### src/rtl/referee_merge_pkg.sv
// Shared transaction-layer definitions: layer FSM state encodings and word width,
// used by both the distribution and merge referees.
package referee_merge_pkg;

  localparam int DATA_W_DEF = 12;

  typedef enum logic [3:0] {
    ST_INIT   = 4'b0001,
    ST_IDLE   = 4'b0100,
    ST_ACTIVE = 4'b1000
  } layer_st_e;

  function automatic logic [1:0] onehot_idx(input logic [3:0] oh);
    logic [1:0] idx;
    idx = '0;
    for (int i = 0; i < 4; i++) begin
      if (oh[i]) idx = 2'(i);
    end
    return idx;
  endfunction

endpackage

### src/rtl/referee_merge_rr_pick4.sv
// Combinational 4-way round-robin picker: first requester at or after rr_i (mod 4).
module rr_pick4 (
  input  logic [3:0] req_i,
  input  logic [1:0] rr_i,
  output logic [3:0] gnt_o,
  output logic [1:0] idx_o,
  output logic       any_o
);

  logic [1:0] cand;

  // Scan from the farthest offset down so the closest requester is written last and wins.
  always_comb begin
    gnt_o = '0;
    idx_o = '0;
    any_o = 1'b0;
    cand  = '0;
    for (int k = 3; k >= 0; k--) begin
      cand = rr_i + 2'(k);
      if (req_i[cand]) begin
        gnt_o = 4'b0001 << cand;
        idx_o = cand;
        any_o = 1'b1;
      end
    end
  end

endmodule

### src/rtl/referee_merge.sv
// Merge referee: round-robin pops from four VC FIFOs into one downstream FIFO,
// with a two-stage registered data path (pop -> word valid -> push).
module referee_merge
  import referee_merge_pkg::*;
#(
  parameter int DATA_W = DATA_W_DEF
) (
  input  logic              clk,
  input  logic              reset_L,
  input  logic [3:0]        state,
  input  logic              empty_0,
  input  logic              empty_1,
  input  logic              empty_2,
  input  logic              empty_3,
  input  logic [DATA_W-1:0] data_in_0,
  input  logic [DATA_W-1:0] data_in_1,
  input  logic [DATA_W-1:0] data_in_2,
  input  logic [DATA_W-1:0] data_in_3,
  input  logic              almost_full,
  output logic              pop_0,
  output logic              pop_1,
  output logic              pop_2,
  output logic              pop_3,
  output logic              push,
  output logic [DATA_W-1:0] data_out
);

  logic [3:0]        pop_q, pop_d, req, gnt;
  logic [1:0]        rr_q, rr_d, g_idx, g1_q, g1_d;
  logic              any, v1_q, v1_d, push_q, push_d, operating;
  logic [DATA_W-1:0] data_q, data_d, sel_data;

  assign operating = (state == ST_IDLE) || (state == ST_ACTIVE);

  // A FIFO popped last cycle is skipped so its registered empty flag can catch up.
  assign req = ~{empty_3, empty_2, empty_1, empty_0} & ~pop_q & {4{operating & ~almost_full}};

  rr_pick4 u_pick (
    .req_i (req),
    .rr_i  (rr_q),
    .gnt_o (gnt),
    .idx_o (g_idx),
    .any_o (any)
  );

  always_comb begin
    sel_data = data_in_0;
    case (g1_q)
      2'd1:    sel_data = data_in_1;
      2'd2:    sel_data = data_in_2;
      2'd3:    sel_data = data_in_3;
      default: sel_data = data_in_0;
    endcase
  end

  always_comb begin
    pop_d  = gnt;
    rr_d   = any ? g_idx + 2'd1 : rr_q;
    v1_d   = |pop_q;
    g1_d   = (|pop_q) ? onehot_idx(pop_q) : g1_q;
    push_d = v1_q;
    data_d = v1_q ? sel_data : data_q;
    if (state == ST_INIT) begin
      pop_d  = '0;
      rr_d   = '0;
      v1_d   = 1'b0;
      g1_d   = '0;
      push_d = 1'b0;
      data_d = '0;
    end
  end

  always_ff @(posedge clk or negedge reset_L) begin
    if (!reset_L) begin
      pop_q  <= '0;
      rr_q   <= '0;
      v1_q   <= 1'b0;
      g1_q   <= '0;
      push_q <= 1'b0;
      data_q <= '0;
    end else begin
      pop_q  <= pop_d;
      rr_q   <= rr_d;
      v1_q   <= v1_d;
      g1_q   <= g1_d;
      push_q <= push_d;
      data_q <= data_d;
    end
  end

  assign {pop_3, pop_2, pop_1, pop_0} = pop_q;
  assign push     = push_q;
  assign data_out = data_q;

endmodule

### config.mk
export PLATFORM = sky130hd
export DESIGN_NAME = referee_merge
export DESIGN_NICKNAME = d
export VERILOG_FILES = /design/src/rtl/referee_merge_pkg.sv /design/src/rtl/referee_merge_rr_pick4.sv /design/src/rtl/referee_merge.sv
export SDC_FILE = /design/constraint.sdc
export NUM_CORES = 1
export LEC_CHECK = 0
export ABC_CLOCK_PERIOD_IN_PS = 3400
export CORE_MARGIN = 2
export CORE_UTILIZATION = 42
export DETAILED_ROUTE_END_ITERATION = 12
export PLACE_DENSITY = 0.91
export SYNTH_ARGS = -nofsm -noshare
export SYNTH_HDL_FRONTEND = slang
export SYNTH_SLANG_ARGS = --single-unit
### constraint.sdc
create_clock -name clk -period 3.4 [get_ports clk]
set_clock_uncertainty 0.2 [all_clocks]
set_input_delay 0.68 -clock clk [delete_from_list [all_inputs] [get_ports clk]]
set_output_delay 0.68 -clock clk [all_outputs]
set_load 0.02 [all_outputs]
## After elaboration in Yosys (flattened, before gate mapping)

Cells that the tools add are included.

- Register bits: 22
- Input bits: 59
- Logic and storage cells: 68

- Bitwise gates (word level): 6
- Shift operators: 4
- $add $sub $neg: 4
- Muxes and demuxes: 33
- Reduce and logical (&&, ||, !) cells: 5
- Order comparisons: 4
- Equality and inequality tests: 6

Operators by type and width:

| cell | number |
|---|---|
| $pmux 12 s3 | 1 |
| $mux 12 | 2 |
| $mux 2 | 10 |
| $mux 4 | 5 |
| $shl 1x2->4 const A | 4 |
| $lt 2x3->1 const B | 4 |
| $mux 1 | 11 |
| $and 4x4->4 | 2 |
| $bmux 1 s2 | 4 |
| $not 4->4 | 2 |
| $reduce_bool 2->1 | 3 |
| $add 2x1->2 const B | 2 |
| $add 2x2->2 const B | 2 |
| $eq 2x2->1 const B | 2 |
| $eq 4x1->1 const B | 1 |
| $eq 4x3->1 const B | 1 |
| $eq 4x4->1 const B | 1 |
| $reduce_or 4->1 | 1 |
| $eq 2x1->1 const B | 1 |
| $and 1x1->1 | 1 |
| $logic_or 1x1->1 | 1 |
| $not 1->1 | 1 |

## Logic depth before layout (Yosys ltp)

Gate-level depths: netlist of the first run.

- Depth in word-level cells: 13
- Gate-level depth with buffers: 9
- Depth with buffers taken out: 7

## By module

A second synthesis of the first run with hierarchy kept.

- Cells, all modules: 180
- Area total of the unflattened synthesis: 1883.1 µm²

By module, submodules not included:

| module | cells an instance | area each (µm²) | times used |
|---|---|---|---|
| referee_merge | 119 | 1373.8 | 1 |
| rr_pick4 | 61 | 509.2 | 1 |

## Worst setup path before layout of the first run

OpenSTA, ideal clock, no wires.

- Kind: reg-to-reg
- From: register rr_q[1]
- To: register rr_q[1]
- Data required time: 3.076 ns
- Arrival: 2.549 ns
- Path slack: 0.527 ns
- Buffers on the path: 2
- Library setup time: 0.124 ns
- Stages on the path, launching flop included: 10
- Path through: dfrtp_1 -> clkbuf_1 -> inv_1 -> ha_1 -> clkbuf_1 -> mux4_2 -> a21boi_1 -> o32ai_1 -> mux2_2 -> a211o_1

- Cells in the longest elaborated chain, start to end: 10

RTL lines:

| item | line | text |
|---|---|---|
| start: declaration | referee_merge.sv:29 | `logic [1:0] rr_q, rr_d, g_idx, g1_q, g1_d;` |
| start signal: assignment | referee_merge.sv:83 | `rr_q <= rr_d;` |
| $add 2x2->2 | referee_merge_rr_pick4.sv:19 | `cand = rr_i + 2'(k);` |
| $bmux 1 s2 | referee_merge_rr_pick4.sv:20 | `if (req_i[cand]) begin` |
| $mux 1 (not written as such) | referee_merge_rr_pick4.sv:20 |  |
| $mux 2 (4 in series) | referee_merge_rr_pick4.sv:20 |  |
| $add 2x1->2 | referee_merge.sv:58 | `rr_d = any ? g_idx + 2'd1 : rr_q;` |
| $mux 2 | referee_merge.sv:58 |  |
| $mux 2 | referee_merge.sv:63 | `if (state == ST_INIT) begin` |

Several ways; a longest one is shown, not always the timed one. The select of a mux whose other input is x is not followed.
A chain may end at the register's enable or synchronous reset.

## Worst setup path after layout of the first run

- From: input port state[3]
- To: register rr_q[1]

- Cells in the longest elaborated chain, start to end: 13

RTL lines:

| item | line | text |
|---|---|---|
| start: declaration | referee_merge.sv:10 | `input logic [3:0] state,` |
| $eq 4x3->1 or $eq 4x4->1 (tied branches) | referee_merge.sv:33 | `assign operating = (state == ST_IDLE) \|\| (state == ST_ACTIVE);` |
| $logic_or 1x1->1 | referee_merge.sv:33 |  |
| $and 1x1->1 | referee_merge.sv:36 | `assign req = ~{empty_3, empty_2, empty_1, empty_0} & ~pop_q & {4{operating & ~almost_full}};` |
| $and 4x4->4 | referee_merge.sv:36 |  |
| $bmux 1 s2 | referee_merge_rr_pick4.sv:20 |  |
| $mux 1 (not written as such) | referee_merge_rr_pick4.sv:20 |  |
| $mux 2 (4 in series) | referee_merge_rr_pick4.sv:20 |  |
| $add 2x1->2 | referee_merge.sv:58 |  |
| $mux 2 | referee_merge.sv:58 |  |
| $mux 2 | referee_merge.sv:63 |  |

Several ways; a longest one is shown, not always the timed one. The select of a mux whose other input is x is not followed.

==> results by group, run 1 <==
Route
  • TritonRoute pass-1 iters: 4
  • Drt wl/cell: 18.5 um
  • Vias per cell: 5.84
  • Vias: between 1500 and 2000
  • Post-route DRC: 0
  • Post-route ant nets: 0
  • Initial drt markers: 115
  • Detailed Route WL: roughly 5000 um

Synth
  • Synth warnings: 0
  • Mapped Cells: 154
  • Netlist Area Pre-Place: 1670 sq um
  • Ys async rst share: 100%
  • Yosys top cell area share: 33.0%
  • Synth top area cells: dfrtp_1 (33%), mux4_2 (23%), mux2i_1 (7.8%)
  • Primary FF master, synth: dfrtp_1
  • #FFs+latches synth: 22
  • Post-synthesis sequential area ratio: 33.0%
  • Leading area contributor after synthesis: dfrtp_1
  • Netlist cell types: 34
  • Post-synth EDFFs: 0
  • Syn avg cell area: between 10 and 15 sq um
  • Syn_nets: 221

Clocking
  • Total clock sinks: 22
  • Clock latency at the later pin of the worst-skew pair: 0.27 ns
  • Clk buf depth: 2
  • CTS tree: done
  • CTS resizes: 0
  • Post CTS Setup Buffer Count: 0
  • Hold_buf cts: 0
  • Num CTS Buffers: 3
  • Reg clk slew, reported paths: 0.08 ns
  • Root Driver: clkbuf_8
  • H-tree levels: 1

GRT
  • GRT overflow: 0
  • Number of global-route vias before repair: about 1700
  • Largest net degree at the start of global routing: 23
  • GRT Total Usage: 23.7%
  • Initial antenna violation count: 0
  • Global-route wire length before repair: between 7000 and 8000 um

Timing
  • Final worst path period share: 86.9%
  • Slew @ Worst Pin: just under 1 ns
  • Final worst slack: 0.444 ns
  • Max-slew headroom: 35.4%
  • Final min period: 2.96 ns
  • Hold Violations, Final: 0
  • Final setup fails: 0
  • FMAX: around 0.34 GHz
  • Fin Setup TNS: 0 ns
  • RSZ-0062 raised after global routing: false
  • Final Max Tran Viols: 0

Floorplanning
  • Die area: approximately 4500 sq um
  • Die Height: 67.0 um
  • Initial Util: 44.6%
  • Die width: 67.0 um
  • Rows: 22
  • Core area: 3740 sq um
  • I/O pin total: 76

Final layout
  • FILL cells: 273
  • Area growth syn-to-layout: 53.3%
  • Commonest non-fill, non-tap cell in the layout: clkdlybuf4s50_1
  • Final Util: 68.3%
  • # nets final: ~300
  • Finished Cell Area: 2560 sq um
  • Share of cells above drive strength 1: 14.4%
  • Most frequent cells in the layout: clkdlybuf4s50_1 (75), nor2_1 (25), dfrtp_1 (22)
  • N_diodes: 0
  • Final std cells w/o fill: 277

Place
  • Post-detail-place hpwl: about 3900 um
  • PortBufs: between 70 and 80
  • Inst Count DP: 273
  • DP Area: about 2500 sq um
  • Pre-CTS setup slack: 0.182 ns
  • RD Place Congestion: 0.915

Critical path
  • Critical path type: in -> reg
  • FF-to-FF path depth: 7
  • Worst-path fanout max: 6
  • Critical Path Start Type: primary input
  • Setup crit end kind: flip-flop
  • WP data arrival: 2.91 ns
  • Req. time, crit path: 3.36 ns

Pwr
  • Clock share of power: 13.5%
  • Combinational group share of total power: 57.3%
  • Pint: 1.11 mW
  • Sw Pwr: approximately 0.74 mW
  • Sequential power share: 29.2%
  • Power per Cell Area: 722 nW/um^2
  • Net Sw Frac: between 40% and 50%
  • Worst vdd ir: 0.000304 V
  • Leakage power: 1.05 nW

Outcome
  • Run status: finished, final reports clean

Flow run
  • Max_cap viols: 0

Worst hold path
  • Number of cells on the worst hold path: 2
  • Hold WC Path Type: reg -> reg
[flip-flops by register name, indices dropped and copies added (netlist names)]
signal    flops
push          1
g1_q          2
pop_q         4
v1_q          1
rr_q          2
data_out     12
[Yosys cell counts, types with 2 or more instances]
master / n
nand2_1: 8
mux4_2: 17
clkbuf_1: 6
buf_2: 2
or2_1: 3
mux2_2: 5
inv_1: 6
nor3_1: 2
o21ai_0: 4
nor2_1: 25
a221oi_1: 2
a22oi_1: 4
a21oi_1: 9
dfrtp_1: 22
ha_1: 8
mux2i_1: 13
[cell type report]
class / count / area, sq um / share of cell area [%]
Clock buffer: 3 / 41.3 / 1.61
Clock inverter: 1 / 30.0 / 1.17
Inverter: 7 / 26.3 / 1.03
Multi-Input combinational cell: 116 / 1060 / 41.5
Sequential cell: 22 / 551 / 21.5
Tap cell: 48 / 60.1 / 2.35
Timing Repair Buffer: 80 / 788 / 30.8
[stage by stage]
stage                     hold WS (ns)  total power [mW]
after floorplan                  0.184              1.19
after global placement           0.301              1.54
after detailed placement         0.318              1.59
after CTS                        0.337              1.84
after global routing             0.369              1.96
final                            0.332              1.85
[worst paths after layout]
check | startpoint | to | slack [ns]
max | state[3] | rr_q[1]$_DFFE_PN0P_ | 0.44
min | data_out[4]$_DFFE_PN0P_ | data_out[4]$_DFFE_PN0P_ | 0.33
max reg2reg | rr_q[1]$_DFFE_PN0P_ | rr_q[1]$_DFFE_PN0P_ | 0.74
min reg2reg | data_out[4]$_DFFE_PN0P_ | data_out[4]$_DFFE_PN0P_ | 0.33
max in group asynchronous | reset_L | data_out[3]$_DFFE_PN0P_ | 1.67
min in group asynchronous | reset_L | data_out[9]$_DFFE_PN0P_ | 0.75
[cells by family after synthesis]
kind of cell / count (synthesis) / share of synthesized area (%)
xor+xnor: 1 / 0.525
buf+inv: 16 / 3.75
flops: 22 / 33.0
compound gates: 27 / 10.6
mux: 35 / 34.1
simple gates: 45 / 12.0
fa+ha+maj: 8 / 6.00
[power groups by stage]
stage | clock network (mW) | registers (mW) | logic [mW]
final | 0.249 | 0.540 | 1.06
after global routing | 0.257 | 0.567 | 1.14
after CTS | 0.247 | 0.542 | 1.06
after detailed placement | 0 | 0.546 | 1.04
after global placement | 0 | 0.535 | 1.01
after floorplan | 0 | 0.549 | 0.644
[critical path: stages]
cell and delay [ns]:
clkdlybuf4s50_1 0.45, xnor2_1 0.15, or4_1 0.54, o32ai_1 0.48, mux2_2 0.38, a211o_1 0.23
[routing by layer]
layer | routed length (um) | part of all wire [%] | up-vias | global-route usage (%)
li1 | - | - | 725 | -
met1 | 1830 | 36 | 786 | 26.5
met2 | 2800 | 55 | 90 | 44.4
met3 | 378 | 7.4 | 18 | 3.89
met4 | 111 | 2.2 | 0 | 8.67
met5 | 0 | 0 | - | 0
Note: power is estimated with default switching activity, not from simulation.
==> run 2, diff against run 1 <==
CAP_MARGIN = 20   (was unset)
GPL_ROUTABILITY_DRIVEN = 1   (was unset)
==> results by group, run 2 (synthesized netlist as in run 1, its figures left out) <==
Final layout
  • Finished Cell Area: 2570 sq um (+0.59%)
  • N_diodes: 0 (unchanged)
  • # nets final: 298 (+0.34%)
  • Final Util: 68.8% (+0.40 points)
  • Area of the multi-input gates: 1060 sq um (unchanged)
  • Final std cells w/o fill: 278 (+0.36%)
  • Area growth syn-to-layout: 54.2%
  • Most frequent cells in the layout: clkdlybuf4s50_1 (75), nor2_1 (25), dfrtp_1 (22)
  • Share of cells above drive strength 1: 14.8% (+0.37 points)
  • FILL cells: 272 (-0.37%)
  • Commonest non-fill, non-tap cell in the layout: clkdlybuf4s50_1
  • FF/Latch Area: 551 sq um (unchanged)
  • Largest register FFs: 12 (unchanged)

Timing
  • Max-slew headroom: 47.6% (+12 points)
  • RSZ-0062 raised after global routing: false
  • Final setup fails: 0 (unchanged)
  • Final min period: 2.96 ns (+0.00890 ns)
  • FMAX: 0.337 GHz (-0.30%)
  • Final worst path period share: 87.2% (+0.26 points)
  • Slew @ Worst Pin: 0.786 ns (-0.179 ns)
  • Fin Setup TNS: 0 ns (unchanged)
  • Final Max Tran Viols: 0 (unchanged)
  • Hold Violations, Final: 0 (unchanged)

Clocking
  • Num CTS Buffers: 3 (unchanged)
  • Clock latency at the later pin of the worst-skew pair: 0.27 ns (about the same)
  • Hold_buf cts: 0 (unchanged)
  • H-tree levels: 1 (unchanged)
  • Total clock sinks: 22 (unchanged)
  • CTS resizes: 0 (unchanged)
  • Reg clk slew, reported paths: 0.09 ns (about the same)
  • CTS tree: done
  • Post CTS Setup Buffer Count: 0 (unchanged)
  • Clk buf depth: 2 (unchanged)
  • Root Driver: clkbuf_8

GRT
  • Global routing usage on met2: 44.4% (unchanged)
  • Global-route wire length before repair: 7840 um (unchanged)
  • GRT overflow: 0 (unchanged)
  • Grt met1 use: 26.5% (unchanged)
  • Grt met3 use: 3.89% (unchanged)
  • Number of global-route vias before repair: 1671 (unchanged)
  • GRT Total Usage: 23.7% (unchanged)
  • Most used routing layer: met2
  • Initial antenna violation count: 0 (unchanged)
  • Largest net degree at the start of global routing: 23 (unchanged)

Pwr
  • Worst vdd ir: 0.000304 V (about the same)
  • Power per Cell Area: 718 nW/um^2 (-0.51%)
  • Leakage power: 1.05 nW (+0.71%)
  • Power, Total: 1.85 mW (about the same)

Place
  • Post-detail-place hpwl: 3850 um (unchanged)
  • Inst Count DP: 273 (unchanged)
  • RD Place Congestion: 0.915 (unchanged)
  • DP Area: 2490 sq um (unchanged)
  • PortBufs: 75 (unchanged)

Critical path
  • Setup crit end kind: flip-flop
  • Reg-to-reg setup timing slack: 0.74 ns (about the same)
  • Crit-path cells: clkdlybuf4s50_1 > xnor2_1 > or4_1 > o32ai_1 > mux2_2 > a211o_1
  • Req. time, crit path: 3.36 ns (about the same)
  • Critical R2R Capture: rr_q[1]$_DFFE_PN0P_
  • WP data arrival: 2.92 ns (about the same)
  • Delay-heaviest family, CP: compound AO/OA/AOI/OAI gates
  • FF-to-FF path depth: 7 (unchanged)
  • CP max stage delay: 0.54 ns (about the same)
  • Buf/Inv on CP: 1 (unchanged)
  • Critical Path Start Type: primary input
  • Critical path type: in -> reg
  • Worst-path fanout max: 6 (unchanged)
  • R2r startpoint: rr_q[1]$_DFFE_PN0P_
  • Critical-path top delay cell: or4_1

Floorplanning
  • Rows: 22 (unchanged)
  • Die area: 4490 sq um (unchanged)
  • Die width: 67.0 um (unchanged)
  • I/O pin total: 76 (unchanged)
  • Initial Util: 44.6% (unchanged)
  • Die Height: 67.0 um (unchanged)
  • Core area: 3740 sq um (unchanged)

Route
  • Vias: 1638 (+1.2%)
  • Post-route ant nets: 0 (unchanged)
  • Vias per cell: 5.89 (+0.81%)
  • Detailed Route WL: 5170 um (+1.1%)
  • Drt wl/cell: 18.6 um (+0.71%)
  • TritonRoute pass-1 iters: 5 (+1)
  • Post-route DRC: 0 (unchanged)
  • Initial drt markers: 159 (+38%)

Worst hold path
  • Min-Delay Endpoint: data_out[4]$_DFFE_PN0P_
  • Number of cells on the worst hold path: 2 (unchanged)
  • Min-delay src: data_out[4]$_DFFE_PN0P_
  • Hold WC Path Type: reg -> reg

Flow run
  • Max_cap viols: 0 (unchanged)

Outcome
  • Run status: finished, final reports clean
run 2: tightest hold or removal path, stage by stage, from the launching register on:
cell	delay, ns
dfrtp_1	0.35
mux2i_1	0.07
nor2_1	0.08
run 2: final cells by class:
type	instances	share of cell area, %
clock inverter	1	1.17
inverter	7	1.02
multi-input combinational	116	41.3
clock buffer	3	1.60
timing repair buffer	81	31.2
sequential	22	21.4
tap	48	2.33
run 2: how the worst max path moves through the flow:
stage | from | endpoint | cells after the start | slack [ns]
5_1_grt | empty_2 | rr_q[1]$_DFFE_PN0P_ | 7 | 0.35
2_1_floorplan | rr_q[1]$_DFFE_PN0P_ | rr_q[1]$_DFFE_PN0P_ | 9 | 0.53
4_1_cts | state[3] | rr_q[1]$_DFFE_PN0P_ | 6 | 0.46
3_3_place_gp | state[2] | rr_q[1]$_DFFE_PN0P_ | 6 | 0.25
3_5_place_dp | state[3] | rr_q[1]$_DFFE_PN0P_ | 6 | 0.18
6_report | state[3] | rr_q[1]$_DFFE_PN0P_ | 6 | 0.44
run 2: report_power, final:
| part | total, mW | switching, mW | internal [mW] |
|---|---|---|---|
| Combinational | 1.06 | 0.481 | 0.579 |
| Sequential | 0.540 | 0.169 | 0.371 |
| Clock | 0.249 | 0.0912 | 0.157 |
run 2: per-stage QoR:
stage / worst slack [ns] / hold WS, ns
floorplan: 0.527 / 0.184
detailed placement: 0.182 / 0.318
finish: 0.435 / 0.332
global placement: 0.248 / 0.301
global route: 0.349 / 0.369
CTS: 0.461 / 0.337
run 2: per-layer routing:
layer	vias to the layer above	wire, um
met5	-	0
met4	0	95
met3	15	397
met2	90	2850
met1	808	1820
li1	725	-
==> run 3, diff against run 2 <==
ABC_CLOCK_PERIOD_IN_PS = 2900   (was 3400)
SLEW_MARGIN = 10   (was unset)
clock period = 2.9 ns   (was 3.4 ns; I/O delays follow)
==> results by group, run 3 (synthesized netlist as in run 1, its figures left out) <==
Outcome
  • Run status: finished, final reports clean

GRT
  • Global-route wire length before repair: 7820 um (-0.27%)
  • GRT Total Usage: 23.7% (+0.036 points)
  • Largest net degree at the start of global routing: 23 (unchanged)
  • Number of global-route vias before repair: 1676 (+0.30%)
  • GRT overflow: 0 (unchanged)
  • Initial antenna violation count: 0 (unchanged)

Clocking
  • Root Driver: clkbuf_8
  • CTS tree: done
  • Clock latency at the later pin of the worst-skew pair: 0.26 ns (about the same)
  • Clk buf depth: 2 (unchanged)
  • Total clock sinks: 22 (unchanged)
  • Reg clk slew, reported paths: 0.08 ns (about the same)
  • H-tree levels: 1 (unchanged)
  • Num CTS Buffers: 3 (unchanged)

Worst hold path
  • Min-delay src: data_out[3]$_DFFE_PN0P_
  • Hold WC Path Type: reg -> reg

Pwr
  • Power per Cell Area: 808 nW/um^2 (+13%)
  • Power, Total: 2.12 mW (+15%)
  • Leakage power: 1.09 nW (+3.6%)
  • Worst vdd ir: 0.000437 V (+44%)

Timing
  • Slew @ Worst Pin: 0.725 ns (-0.0614 ns)
  • Final min period: 2.85 ns
  • FMAX: 0.351 GHz
  • Hold Violations, Final: 0 (unchanged)
  • Final worst path period share: between 90 and 100%
  • Final Max Tran Viols: 0 (unchanged)
  • Final setup fails: 0 (unchanged)
  • RSZ-0062 raised after global routing: false
  • Min Hold Slack: 0.335 ns (+0.00274 ns)
  • Max-slew headroom: 51.7% (+4.1 points)

Critical path
  • Delay-heaviest family, CP: multiplexers
  • Crit-path cells: clkdlybuf4s50_1 > or2_1 > mux4_2 > a21boi_1 > o32ai_1 > mux2_2 > a211o_1
  • Setup crit end kind: flip-flop
  • WP data arrival: 2.79 ns (-0.13 ns)
  • Worst-path fanout max: 4 (-2)
  • Buf/Inv on CP: 1 (unchanged)
  • Critical-path top delay cell: mux4_2
  • Critical Path Start Type: primary input
  • R2r startpoint: rr_q[1]$_DFFE_PN0P_
  • Critical path type: in -> reg
  • Crit. Startpoint: empty_2
  • Req. time, crit path: 2.85 ns (-0.51 ns)
  • CP max stage delay: 0.53 ns (about the same)

Route
  • Drt wl/cell: 18.4 um (-1.3%)
  • Initial drt markers: 152 (-4.4%)
  • Vias per cell: 5.62 (-4.7%)
  • Post-route DRC: 0 (unchanged)
  • Detailed Route WL: 5290 um (+2.2%)
  • Vias: 1618 (-1.2%)
  • TritonRoute pass-1 iters: 5 (unchanged)
  • Post-route ant nets: 0 (unchanged)

Final layout
  • N_diodes: 0 (unchanged)
  • Share of cells above drive strength 1: 18.3% (+3.6 points)
  • Largest register FFs: 12 (unchanged)
  • Area growth syn-to-layout: 56.9%
  • # nets final: 309 (+3.7%)
  • Commonest non-fill, non-tap cell in the layout: clkdlybuf4s50_1
  • FILL cells: 277 (+1.8%)
  • FF/Latch Area: 551 sq um (unchanged)
  • Most frequent cells in the layout: clkdlybuf4s50_1 (75), nor2_1 (25), dfrtp_1 (22)
  • Area of the multi-input gates: 1060 sq um (unchanged)

Place
  • Post-detail-place hpwl: 4190 um (+8.9%)
  • PortBufs: 75 (unchanged)
  • RD Place Congestion: 0.920 (+0.47%)

Floorplanning
  • Initial Util: 44.6% (unchanged)
  • Die Height: 67.0 um (unchanged)
  • Core area: 3740 sq um (unchanged)
  • Die width: 67.0 um (unchanged)
  • I/O pin total: 76 (unchanged)
  • Rows: 22 (unchanged)
  • Die area: 4490 sq um (unchanged)

Flow run
  • Max_cap viols: 0 (unchanged)
-- run 3: cell type report --
cell class,count,area share [%]
sequential,22,21.0
inverter,7,1.00
clock buffer,3,1.58
multi-input combinational,116,40.6
timing repair buffer,92,33.5
tap,48,2.29
-- run 3: final timing paths --
check                                           end  slack, ns  depth (start not counted)
min reg2reg                 data_out[3]$_DFFE_PN0P_       0.33                          2
max in group asynchronous        pop_q[1]$_DFF_PN0_       1.80                          2
min                         data_out[3]$_DFFE_PN0P_       0.33                          2
max                             rr_q[1]$_DFFE_PN0P_       0.05                          7
max reg2reg                     rr_q[1]$_DFFE_PN0P_       0.25                          7
min in group asynchronous  data_out[11]$_DFFE_PN0P_       0.46                          2
-- run 3: where the power goes --
| part | internal (mW) | switching [mW] | total [mW] |
|---|---|---|---|
| clock network | 0.0926 | 0.0959 | 0.188 |
| registers | 0.436 | 0.160 | 0.597 |
| logic | 0.708 | 0.624 | 1.33 |
-- run 3: per-stage QoR --
step	worst slack, ns	util (%)	instances	instance area [sq um]	TNS (ns)
after detailed placement	-0.226	68.9	285	2580	-0.226
final	0.0538	70.0	288	2620	0
after global placement	-0.0980	68.9	285	2580	-0.0980
after floorplan	0.0270	-	154	1670	0
after global routing	0.00757	70.0	288	2620	0
after CTS	0.0545	70.0	288	2620	0
-- run 3: tightest hold or removal path, stage by stage, from the launching register on --
cell and delay (ns):
dfrtp_1 0.35, mux2i_1 0.07, nor2_1 0.08
-- run 3: per-layer routing --
metal / vias up / wire, um / GRT usage, %
li1: 748 / - / -
met4: 0 / 142 / 10.7
met2: 74 / 2810 / 41.5
met5: - / 0 / 0
met1: 782 / 1950 / 27.4
met3: 14 / 376 / 5.41
-- run 3: what timing repair did --
action,4_1_cts,5_1_grt
setup endpoints to repair,0,1
buffers inserted,0,0
hold endpoints to repair,0,0
gates resized for setup,0,1
hold buffers,0,0
